<file path="config.mk">
export PLATFORM = sky130hd
export DESIGN_NAME = draw_line_fb
export DESIGN_NICKNAME = d
export VERILOG_FILES = /design/src/rtl/draw_line_fb.sv
export SDC_FILE = /design/constraint.sdc
export NUM_CORES = 1
export LEC_CHECK = 0
export CORE_ASPECT_RATIO = 0.6
export CORE_UTILIZATION = 54
export DETAILED_ROUTE_END_ITERATION = 16
export HOLD_SLACK_MARGIN = 0.06
export PLACE_DENSITY = 0.8
export SYNTH_ARGS = -nofsm -noshare
export SYNTH_HDL_FRONTEND = slang
export SYNTH_SLANG_ARGS = --single-unit
</file>
<file path="constraint.sdc">
create_clock -name clk -period 4.6 [get_ports clk]
set_input_delay 1.15 -clock clk [delete_from_list [all_inputs] [get_ports clk]]
set_output_delay 1.15 -clock clk [all_outputs]
set_load 0.005 [all_outputs]
</file>
<file path="src/rtl/draw_line_fb.sv">
// Bresenham line engine feeding a 1-bit framebuffer write port.
// Steps one pixel per enabled cycle and clips writes to the framebuffer bounds.
module draw_line_fb #(
    parameter int CORDW     = 16,
    parameter int FB_WIDTH  = 160,
    parameter int FB_HEIGHT = 120,
    parameter int FB_ADDRW  = $clog2(FB_WIDTH*FB_HEIGHT),
    parameter int FB_DATAW  = 1
) (
    input  logic                       clk,
    input  logic                       rst_n,
    input  logic                       start,
    input  logic                       oe,
    input  logic signed [CORDW-1:0]    x0,
    input  logic signed [CORDW-1:0]    y0,
    input  logic signed [CORDW-1:0]    x1,
    input  logic signed [CORDW-1:0]    y1,
    input  logic        [FB_DATAW-1:0] colr,
    output logic signed [CORDW-1:0]    x,
    output logic signed [CORDW-1:0]    y,
    output logic                       drawing,
    output logic                       busy,
    output logic                       done,
    output logic                       fb_we,
    output logic        [FB_ADDRW-1:0] fb_addr,
    output logic        [FB_DATAW-1:0] fb_colr
);

    typedef enum logic [1:0] {IDLE, INIT, DRAW, FLUSH} state_t;

    localparam logic signed [CORDW-1:0] FBW_S = CORDW'(FB_WIDTH);
    localparam logic signed [CORDW-1:0] FBH_S = CORDW'(FB_HEIGHT);
    localparam logic [FB_ADDRW-1:0]     FBW_A = FB_ADDRW'(FB_WIDTH);

    state_t                     state_q;
    logic signed [CORDW-1:0]    x0_q, y0_q, x1_q, y1_q;
    logic signed [CORDW-1:0]    cx_q, cy_q, cx_d, cy_d;
    logic signed [CORDW-1:0]    x_q, y_q;
    logic signed [CORDW:0]      dx_q, dy_q;
    logic signed [CORDW+1:0]    err_q, err_d;
    logic                       sx_q, sy_q;
    logic [FB_DATAW-1:0]        colr_q, fb_colr_q;
    logic                       drawing_q, busy_q, done_q, fb_we_q;
    logic [FB_ADDRW-1:0]        fb_addr_q, fb_addr_d;

    logic signed [CORDW:0]      ddx, ddy, adx, ady;
    logic signed [CORDW+1:0]    err_init, add_x, add_y;
    logic signed [CORDW+2:0]    e2, dx_e, dy_e;
    logic                       step_x, step_y, at_end, in_fb;

    // Setup arithmetic, evaluated from the latched endpoints during INIT
    always_comb begin
        ddx      = $signed({x1_q[CORDW-1], x1_q}) - $signed({x0_q[CORDW-1], x0_q});
        ddy      = $signed({y1_q[CORDW-1], y1_q}) - $signed({y0_q[CORDW-1], y0_q});
        adx      = ddx[CORDW] ? -ddx : ddx;
        ady      = ddy[CORDW] ? -ddy : ddy;
        err_init = $signed({adx[CORDW], adx}) - $signed({ady[CORDW], ady});
    end

    // One Bresenham step; both axes may move, err absorbs the sum
    always_comb begin
        e2     = $signed({err_q, 1'b0});
        dx_e   = $signed({{2{dx_q[CORDW]}}, dx_q});
        dy_e   = $signed({{2{dy_q[CORDW]}}, dy_q});
        step_x = (e2 >= dy_e);
        step_y = (e2 <= dx_e);
        add_x  = '0;
        add_y  = '0;
        if (step_x) add_x = $signed({dy_q[CORDW], dy_q});
        if (step_y) add_y = $signed({dx_q[CORDW], dx_q});
        err_d  = err_q + add_x + add_y;
        cx_d   = cx_q;
        cy_d   = cy_q;
        if (step_x) cx_d = sx_q ? cx_q + CORDW'(1) : cx_q - CORDW'(1);
        if (step_y) cy_d = sy_q ? cy_q + CORDW'(1) : cy_q - CORDW'(1);
        at_end = (cx_q == x1_q) && (cy_q == y1_q);
    end

    always_comb begin
        in_fb     = !x_q[CORDW-1] && (x_q < FBW_S) && !y_q[CORDW-1] && (y_q < FBH_S);
        fb_addr_d = y_q[FB_ADDRW-1:0] * FBW_A + x_q[FB_ADDRW-1:0];
    end

    always_ff @(posedge clk or negedge rst_n) begin
        if (!rst_n) begin
            state_q   <= IDLE;
            x0_q      <= '0;
            y0_q      <= '0;
            x1_q      <= '0;
            y1_q      <= '0;
            cx_q      <= '0;
            cy_q      <= '0;
            x_q       <= '0;
            y_q       <= '0;
            dx_q      <= '0;
            dy_q      <= '0;
            err_q     <= '0;
            sx_q      <= 1'b0;
            sy_q      <= 1'b0;
            colr_q    <= '0;
            fb_colr_q <= '0;
            drawing_q <= 1'b0;
            busy_q    <= 1'b0;
            done_q    <= 1'b0;
            fb_we_q   <= 1'b0;
            fb_addr_q <= '0;
        end else begin
            done_q    <= 1'b0;
            drawing_q <= 1'b0;
            // Write stage trails the pixel stage by one register
            fb_we_q   <= drawing_q && in_fb;
            fb_addr_q <= fb_addr_d;
            fb_colr_q <= colr_q;
            case (state_q)
                IDLE: begin
                    if (start) begin
                        x0_q    <= x0;
                        y0_q    <= y0;
                        x1_q    <= x1;
                        y1_q    <= y1;
                        colr_q  <= colr;
                        busy_q  <= 1'b1;
                        state_q <= INIT;
                    end
                end
                INIT: begin
                    dx_q    <= adx;
                    dy_q    <= -ady;
                    err_q   <= err_init;
                    sx_q    <= (x0_q < x1_q);
                    sy_q    <= (y0_q < y1_q);
                    cx_q    <= x0_q;
                    cy_q    <= y0_q;
                    state_q <= DRAW;
                end
                DRAW: begin
                    if (oe) begin
                        drawing_q <= 1'b1;
                        x_q       <= cx_q;
                        y_q       <= cy_q;
                        if (at_end) begin
                            state_q <= FLUSH;
                        end else begin
                            cx_q  <= cx_d;
                            cy_q  <= cy_d;
                            err_q <= err_d;
                        end
                    end
                end
                FLUSH: begin
                    done_q  <= 1'b1;
                    busy_q  <= 1'b0;
                    state_q <= IDLE;
                end
                default: state_q <= IDLE;
            endcase
        end
    end

    assign x       = x_q;
    assign y       = y_q;
    assign drawing = drawing_q;
    assign busy    = busy_q;
    assign done    = done_q;
    assign fb_we   = fb_we_q;
    assign fb_addr = fb_addr_q;
    assign fb_colr = fb_colr_q;

endmodule
</file>
# Word-level counts from Yosys, hierarchy flattened
# Cells that the tools add are included.
# classes
n_addsub,13
multipliers,1
order_cmp,6
n_eq_ne,11
mux,26
n_reduce_logical,17
# op_table
cell,n
two-way mux 16 bit,8
two-way mux 18 bit,4
one-hot mux 16 bit (2 select lines),2
negation 17 bit,3
adder 18 bit,2
one-hot mux 18 bit (2 select lines),1
two-way mux 17 bit,2
subtractor 16 x 16 -> 17 bit,2
adder 16 x 2 -> 16 bit (second input constant),2
== test 16 bit,2
< comparator 16 bit,2
subtractor 16 x 2 -> 16 bit (second input constant),2
greater-or-equal comparator 19 x 17 -> 1 bit,1
less-or-equal comparator 19 x 17 -> 1 bit,1
subtractor 17 x 17 -> 18 bit,1
< comparator 16 x 8 -> 1 bit (second input constant),1
< comparator 16 x 9 -> 1 bit (second input constant),1
adder 15 bit,1
multiplier 15 x 3 -> 10 bit (second input constant),1
!= test 2 bit (second input constant),6
one-hot mux 2 bit (4 select lines),1
AND reduction 4 bit,2
two-way mux 2 bit,3
AND reduction 2 bit,3
9 further kinds,20
# totals
ff_bits,205
word_cells,95

# Logic depth before layout (Yosys ltp)
# Gate-level depths: netlist of the first run.
# depth
depth_word,7
ltp_mapped,26
depth_no_buf,26

# Worst setup path after synthesis of the first run
# Ideal clock, no wire load.
# synth_path
path_kind,reg2reg
startpoint,reg err_q[0]
endpoint,reg err_q[16]
setup_time_ns,0.139
arrival_time_ns,4.962
required_time_ns,4.461
setup_slack_ns,-0.500
path_stages_with_launch,23
synth_period_minus_slack_ns,5.100
cell_sequence,dfrtp_1 ha_1 nor2b_1 o21ai_0 a21oi_1 o31a_1 o21a_1 o21ai_0 a221oi_1 clkbuf_1 nor2_1 fa_1 ha_1 or2_2 a21oi_1 o31ai_1 or4_1 a41o_1 a21o_1 a21o_1 a21oi_1 xor2_1 o221ai_1
# synth_via
elab_chain_cells,7
word_cells_on_any_way,9
classes_between,add/sub: 2; order compare: 2; mux: 5
# synth_lines
item,line_no,text
start: declaration,40,"logic signed [CORDW+1:0] err_q, err_d;"
start signal: assignment,129,err_q <= err_init;
start signal: assignment,146,err_q <= err_d;
greater-or-equal comparator 19 x 17 -> 1 bit,65,step_x = (e2 >= dy_e);
two-way mux 18 bit,69,"if (step_x) add_x = $signed({dy_q[CORDW], dy_q});"
adder 18 bit,71,err_d = err_q + add_x + add_y;
adder 18 bit *,71,
two-way mux 18 bit *,141,if (at_end) begin
two-way mux 18 bit *,137,if (oe) begin
one-hot mux 18 bit (2 select lines) *,114,case (state_q)
# Every way passes the cells marked *; elsewhere a longest branch is shown, timed or not. The select of a mux whose other input is x is not followed.
# A chain may end at the register's enable or synchronous reset.

# Worst setup path after layout of the first run
# layout_path
startpoint,reg dx_q[4]
endpoint,reg err_q[16]
# layout_via
elab_chain_cells,6
# layout_lines
item,line_no,text
start: declaration,39,"logic signed [CORDW:0] dx_q, dy_q;"
start signal: assignment,95,dx_q <= '0;
start signal: assignment,127,dx_q <= adx;
less-or-equal comparator 19 x 17 -> 1 bit,66,step_y = (e2 <= dx_e);
two-way mux 18 bit *,70,"if (step_y) add_y = $signed({dx_q[CORDW], dx_q});"
adder 18 bit *,71,
two-way mux 18 bit *,141,
two-way mux 18 bit *,137,
one-hot mux 18 bit (2 select lines) *,114,
# Marks and branches as above.

==> results_dict.tcl, run 1 <==
set metrics [dict create \
    status "finished with violations" \
    violations "negative setup slack" \
    register_area_sq_um 5130 \
    grt_pass1_wl_microns 79200 \
    clkTransAtPathRegs_ns 0.07 \
    cpMaxStageDelayCell "or4_4" \
    yosysTopAreaCell "dfrtp_1" \
    max_stage_delay_ns 0.49 \
    largest_reg_flops 18 \
    syn-cell-area_sq_um 15700 \
    die_h_microns 134 \
    final_common_cell "buf_4" \
    syn_area_per_cell_sq_um 9.51 \
    fin_nets 2304 \
    critPathBufInv 3 \
    timing.rr.start "dx_q[4]$_DFFE_PN0N_" \
    die_area_sq_um 29900 \
    dr.pass1.iters 5 \
    setup_violations 7 \
    synthArstFlopShare_pct 100 \
    gp_congestion 1.03 \
    ioPinCount 121 \
    cts-root-buf "clkbuf_16" \
    syn_nets 1909 \
    critPathKind "flop to flop" \
    coreArea_sq_um 28100 \
    cts_buffer_depth 3 \
    grt_util_all_layers_pct 34.0 \
    worstSetupEndpointType "flop" \
    synth_top_cells_by_area "dfrtp_1 (33%), ha_1 (13%), mux2_2 (7.8%)" \
    antenna_cells 0 \
    relSlewSlack_pct 44.3 \
    die_w_microns 222 \
    fmax_mhz 195 \
    ys.flop_type "dfrtp_1" \
    start_util_pct 56.0 \
    hold_buffers 0 \
    drc 0 \
    multi_input_area_sq_um 10300 \
    synthCells 1655 \
    grt_max_degree 92 \
    synth_edf_count 0 \
    cts_tree "built" \
    htreeDepth 1 \
    cts_buffers 22 \
    antenna_left 0 \
    drive_gt1_share_pct 26.2 \
    ys_warn_count 0 \
    avgRoutedWirePerCell_microns 21.0 \
    r2r-end "err_q[16]$_DFFE_PN0P_" \
    clkLatencyLatePin_ns 0.54 \
    arrival_ns 5.52 \
    synth_cell_types 81 \
    drt_wl_total_microns 51200 \
    maxSlewViolCount 0 \
    rsz0062_at_grt "yes" \
    fin_crit_sh_pct 111 \
    portBuffers 120 \
    fill_cells 1906 \
    timing.final.ws_setup_ns -0.527 \
    period_minus_slack_ns 5.13 \
    seq_area_frac_synth_pct 32.6 \
    grt_pass1_vias 14400 \
    crit_family "compound AO/OA/AOI/OAI gates" \
    hold_class "flop to flop" \
    regMostFlops "err_q" \
    drt-vias-per-instance 6.02 \
    route.vias.total 14600 \
    rrSetupSlack_ns -0.53 \
    cp_max_fo 8 \
    antenna_found_initial 0 \
    hold_depth 0 \
    yosys_register_bits 205 \
    reg.largest.list "err_q: 18 flops, dx_q: 17 flops, dy_q: 17 flops" \
    crit_required_ns 5.00 \
    most-common-layout-cells "buf_4 (294), dfrtp_1 (204), ha_1 (151)" \
    max_cap_violations 0 \
    hold_slack_ns 0.373 \
    syn_to_final_growth_pct 31.8 \
    dp_hpwl_microns 39100 \
    num_rows 47 \
    crit_chain "inv_2 -> ha_4 -> a21o_1 -> a21oi_2 -> nor2b_1 -> o31a_1 -> o21a_1 -> o21ai_2 -> a221oi_4 -> buf_12 -> buf_4 -> nor2_2 -> fa_1 -> ha_4 -> or2_4 -> a21oi_2 -> o31ai_4 -> or4_4 -> a41o_1 -> a21o_1 -> a21o_1 -> a21oi_2 -> xor2_1 -> o221ai_1" \
    drtIter0Drc 1421 \
    grt_overflow 0 \
    cts_num_sinks 205 \
    rr_worst_depth 24 \
    worstSetupStartpointType "flop" \
    hold_end "fb_colr$_DFF_PN0_" \
    worst_clock_skew_ns 0.0159 \
    tightestPinTransition_ns 0.832 \
    yosysTopAreaCellShare_pct 32.6 \
    min_from "colr_q$_DFFE_PN0P_" \
    hold_viol_final 0 \
]
what timing repair did:
| action | 4_1_cts | 5_1_grt |
|---|---|---|
| pin swaps | 17 | 37 |
| gates resized for setup | 38 | 48 |
| setup endpoints to repair | 9 | 12 |
| setup buffers | 10 | 14 |
cell families after synthesis:
family                   after synthesis  synth area share [%]
flip-flops                           205                  32.6
AND/OR/NAND/NOR                      398                  12.5
AO/OA/AOI/OAI                        378                  15.6
multiplexers                         135                  9.45
adder cells (fa/ha/maj)              185                  15.9
XOR/XNOR                             168                  9.40
buffers and inverters                186                  4.56
per-layer routing:
layer | track usage (%) | up-vias | part of all wire (%)
li1 | - | 6646 | -
met1 | 48.6 | 7183 | 45
met2 | 50.4 | 720 | 42
met3 | 10.9 | 100 | 12
met4 | 6.32 | 0 | 2.0
met5 | 0 | - | 0
layout make-up:
class	instances	area share (%)
Clock buffer	30	3.09
Clock inverter	9	0.742
Inverter	136	2.46
Multi-Input combinational cell	1264	49.8
Sequential cell	205	24.7
Tap cell	367	2.21
Timing Repair Buffer	421	17.0
worst max path at each step:
stage / startpoint / end / slack, ns / cells after the start
after floorplan: err_q[0]$_DFFE_PN0P_ / err_q[16]$_DFFE_PN0P_ / -0.05 / 21
after global placement: dx_q[4]$_DFFE_PN0N_ / err_q[17]$_DFFE_PN0P_ / -0.44 / 25
after detailed placement: err_q[0]$_DFFE_PN0P_ / err_q[17]$_DFFE_PN0P_ / -0.64 / 24
after CTS: err_q[0]$_DFFE_PN0P_ / err_q[16]$_DFFE_PN0P_ / -0.36 / 23
after global routing: err_q[0]$_DFFE_PN0P_ / err_q[16]$_DFFE_PN0P_ / -0.72 / 23
final: dx_q[4]$_DFFE_PN0N_ / err_q[16]$_DFFE_PN0P_ / -0.53 / 24
through the flow:
stage	setup TNS [ns]	worst slack [ns]	area, sq um	instances	utilization, %
global route	-4.78	-0.716	20700	2432	73.8
global placement	-2.43	-0.439	19400	2369	69.1
CTS	-1.90	-0.357	20400	2418	72.7
floorplan	-0.108	-0.0550	15800	1655	-
detailed placement	-4.04	-0.641	19400	2369	69.1
finish	-3.26	-0.527	20700	2432	73.8
synth_stat cells, types with 5 or more instances:
library cell,number
or3_1,11
a2111oi_0,5
a211o_1,5
buf_4,5
o22ai_1,5
inv_1,135
mux2i_1,26
o21ai_0,68
clkbuf_1,39
and2_1,23
a21oi_1,123
nor2b_1,21
o41ai_1,6
o21a_1,17
fa_1,25
nor4_1,14
dfrtp_1,205
nor3_1,21
a31oi_1,8
ha_1,160
nand2b_1,10
xnor2_1,80
nand4_1,23
nand2_1,78
o221ai_1,5
o211ai_1,9
nor2_1,130
and3_1,9
o21bai_1,17
mux2_2,109
or2_2,9
a21o_1,44
o31ai_1,7
buf_1,5
xor2_1,87
nand3_1,25
Power of run 1 is left out: the tool's default activity adds up to more than one toggle a clock period on the data nets, which glitch-free logic cannot reach.
==> run 2, diff against run 1 <==
--- a/config.mk
+++ b/config.mk
@@ -10,6 +10,7 @@
 export DETAILED_ROUTE_END_ITERATION = 16
 export HOLD_SLACK_MARGIN = 0.06
 export PLACE_DENSITY = 0.8
+export SKIP_LAST_GASP = 1
 export SYNTH_ARGS = -nofsm -noshare
 export SYNTH_HDL_FRONTEND = slang
 export SYNTH_SLANG_ARGS = --single-unit
==> run 2 against run 1 <==
  * The run still ends with negative setup slack left
  * Clock-buffer cell count is the same
  * Core utilization is essentially flat
  * Non-clock buffer count unchanged
  * Setup slack got worse by 0.022 ns
  * Cell count did not move
  * Worst hold slack got worse by 0.00077 ns
  * Critical endpoint is now err_q[11]$_DFFE_PN0P_
  * Highest routed layer unchanged
==> results_dict.tcl, run 2 (same netlist as run 1, synthesis figures left out) <==
set metrics [dict create \
    final_common_cell "buf_4" \
    start_util_pct 56.0 \
    route.vias.total 14600 \
    drt-vias-per-instance 6.00 \
    dp_hpwl_microns 39100 \
    setup_violations 7 \
    antenna_found_initial 0 \
    hold_depth 0 \
    largest_reg_flops 18 \
    arrival_ns 5.61 \
    timing.final.ws_setup_ns -0.548 \
    critPathKind "flop to flop" \
    max_cap_violations 0 \
    worst_clock_skew_ns 0.0174 \
    relSlewSlack_pct 44.4 \
    hold_slack_ns 0.373 \
    die_area_sq_um 29900 \
    drc 0 \
    cts-root-buf "clkbuf_16" \
    die_w_microns 222 \
    min_from "colr_q$_DFFE_PN0P_" \
    rsz0062_at_grt "yes" \
    hold_end "fb_colr$_DFF_PN0_" \
    regMostFlops "err_q" \
    crit_top_cell "inv_2" \
    timing.rr.start "dx_q[4]$_DFFE_PN0N_" \
    grt_max_degree 92 \
    cts_num_sinks 205 \
    worstSetupStartpointType "flop" \
    drtIter0Drc 1523 \
    die_h_microns 134 \
    dr.pass1.iters 6 \
    avgRoutedWirePerCell_microns 21.0 \
    syn_to_final_growth_pct 31.7 \
    maxSlewViolCount 0 \
    status "finished with violations" \
    portBuffers 120 \
    worstSetupEndpointType "flop" \
    antenna_cells 0 \
    grt_pass1_vias 14400 \
    rr_worst_depth 30 \
    fmax_mhz 194 \
    period_minus_slack_ns 5.15 \
    gp_congestion 1.03 \
    num_rows 47 \
    fill_cells 1906 \
    cts_buffer_depth 3 \
    r2r-end "err_q[11]$_DFFE_PN0P_" \
    placed_cell_area_sq_um 19400 \
    rrSetupSlack_ns -0.55 \
    drive_gt1_share_pct 26.1 \
    hold_class "flop to flop" \
    coreArea_sq_um 28100 \
    place_inst 2369 \
    htreeDepth 1 \
    max_stage_delay_ns 0.39 \
    grt_pass1_wl_microns 79200 \
    finalInstanceArea_sq_um 20700 \
    clkLatencyLatePin_ns 0.54 \
    clkTransAtPathRegs_ns 0.06 \
    cts_tree "built" \
    cpMaxStageDelayCell "fa_2" \
    tightestPinTransition_ns 0.831 \
    antenna_left 0 \
    grt_util_all_layers_pct 34.0 \
    reg.largest.list "err_q: 18 flops, dx_q: 17 flops, dy_q: 17 flops" \
    cp_max_fo 8 \
    crit_required_ns 5.07 \
    fin_nets 2304 \
    hold_viol_final 0 \
    fin_crit_sh_pct 112 \
    cts_buffers 22 \
    ioPinCount 121 \
    drt_wl_total_microns 51100 \
    grt_overflow 0 \
    final_cells 2432 \
    most-common-layout-cells "buf_4 (295), dfrtp_1 (204), ha_1 (151)" \
    violations "negative setup slack" \
]
[run 2: cell counts in the layout (fill, tap and decap cells not counted)]
No cell type changed its count.
[run 2: layout make-up]
type	instances	area, sq um	area share (%)
timing repair buffer	421	3510	17.0
sequential	205	5130	24.8
clock inverter	9	154	0.742
inverter	136	510	2.46
clock buffer	30	642	3.10
tap	367	459	2.22
multi-input combinational	1264	10300	49.8
[run 2: how the worst max path moves through the flow]
stage	cells past startpoint	start	endpoint	slack, ns
2_1_floorplan	21	err_q[0]$_DFFE_PN0P_	err_q[16]$_DFFE_PN0P_	-0.05
3_3_place_gp	25	dx_q[4]$_DFFE_PN0N_	err_q[17]$_DFFE_PN0P_	-0.44
3_5_place_dp	24	err_q[0]$_DFFE_PN0P_	err_q[17]$_DFFE_PN0P_	-0.64
4_1_cts	23	err_q[0]$_DFFE_PN0P_	err_q[16]$_DFFE_PN0P_	-0.36
5_1_grt	29	err_q[0]$_DFFE_PN0P_	err_q[11]$_DFFE_PN0P_	-0.72
6_report	30	dx_q[4]$_DFFE_PN0N_	err_q[11]$_DFFE_PN0P_	-0.55
[run 2: worst max-delay path, delay by kind of cell (launching register included)]
kind,cells,cell delay [ns]
xor gates and xnor gates,1,0.14
and+or+nand+nor,4,0.31
DFF,1,0.38
AOI/OAI and AO/OA,13,2.38
buffers and inverters,8,0.80
adders and majority gates,4,1.07
[run 2: layer usage]
metal / share of wire, % / vias to the layer above / track usage (%)
met5: 0 / - / 0
met4: 2.1 / 0 / 6.32
met3: 12 / 95 / 10.9
met2: 42 / 717 / 50.4
met1: 44 / 7127 / 48.6
li1: - / 6641 / -
[run 2: metrics by stage]
step	setup TNS [ns]	util, %	setup WS [ns]
floorplan	-0.108	-	-0.0550
global placement	-2.43	69.1	-0.439
detailed placement	-4.04	69.1	-0.641
CTS	-1.90	72.7	-0.357
global route	-4.80	73.7	-0.719
finish	-3.31	73.7	-0.548
[run 2: timing repair]
action                                  4_1_cts  5_1_grt
pin swaps                                    17       36
gates resized for setup                      38       43
endpoints found under the setup margin        9       12
setup buffers                                10       14
hold buffers                                  0        0
Power of run 2 is left out for the same reason.
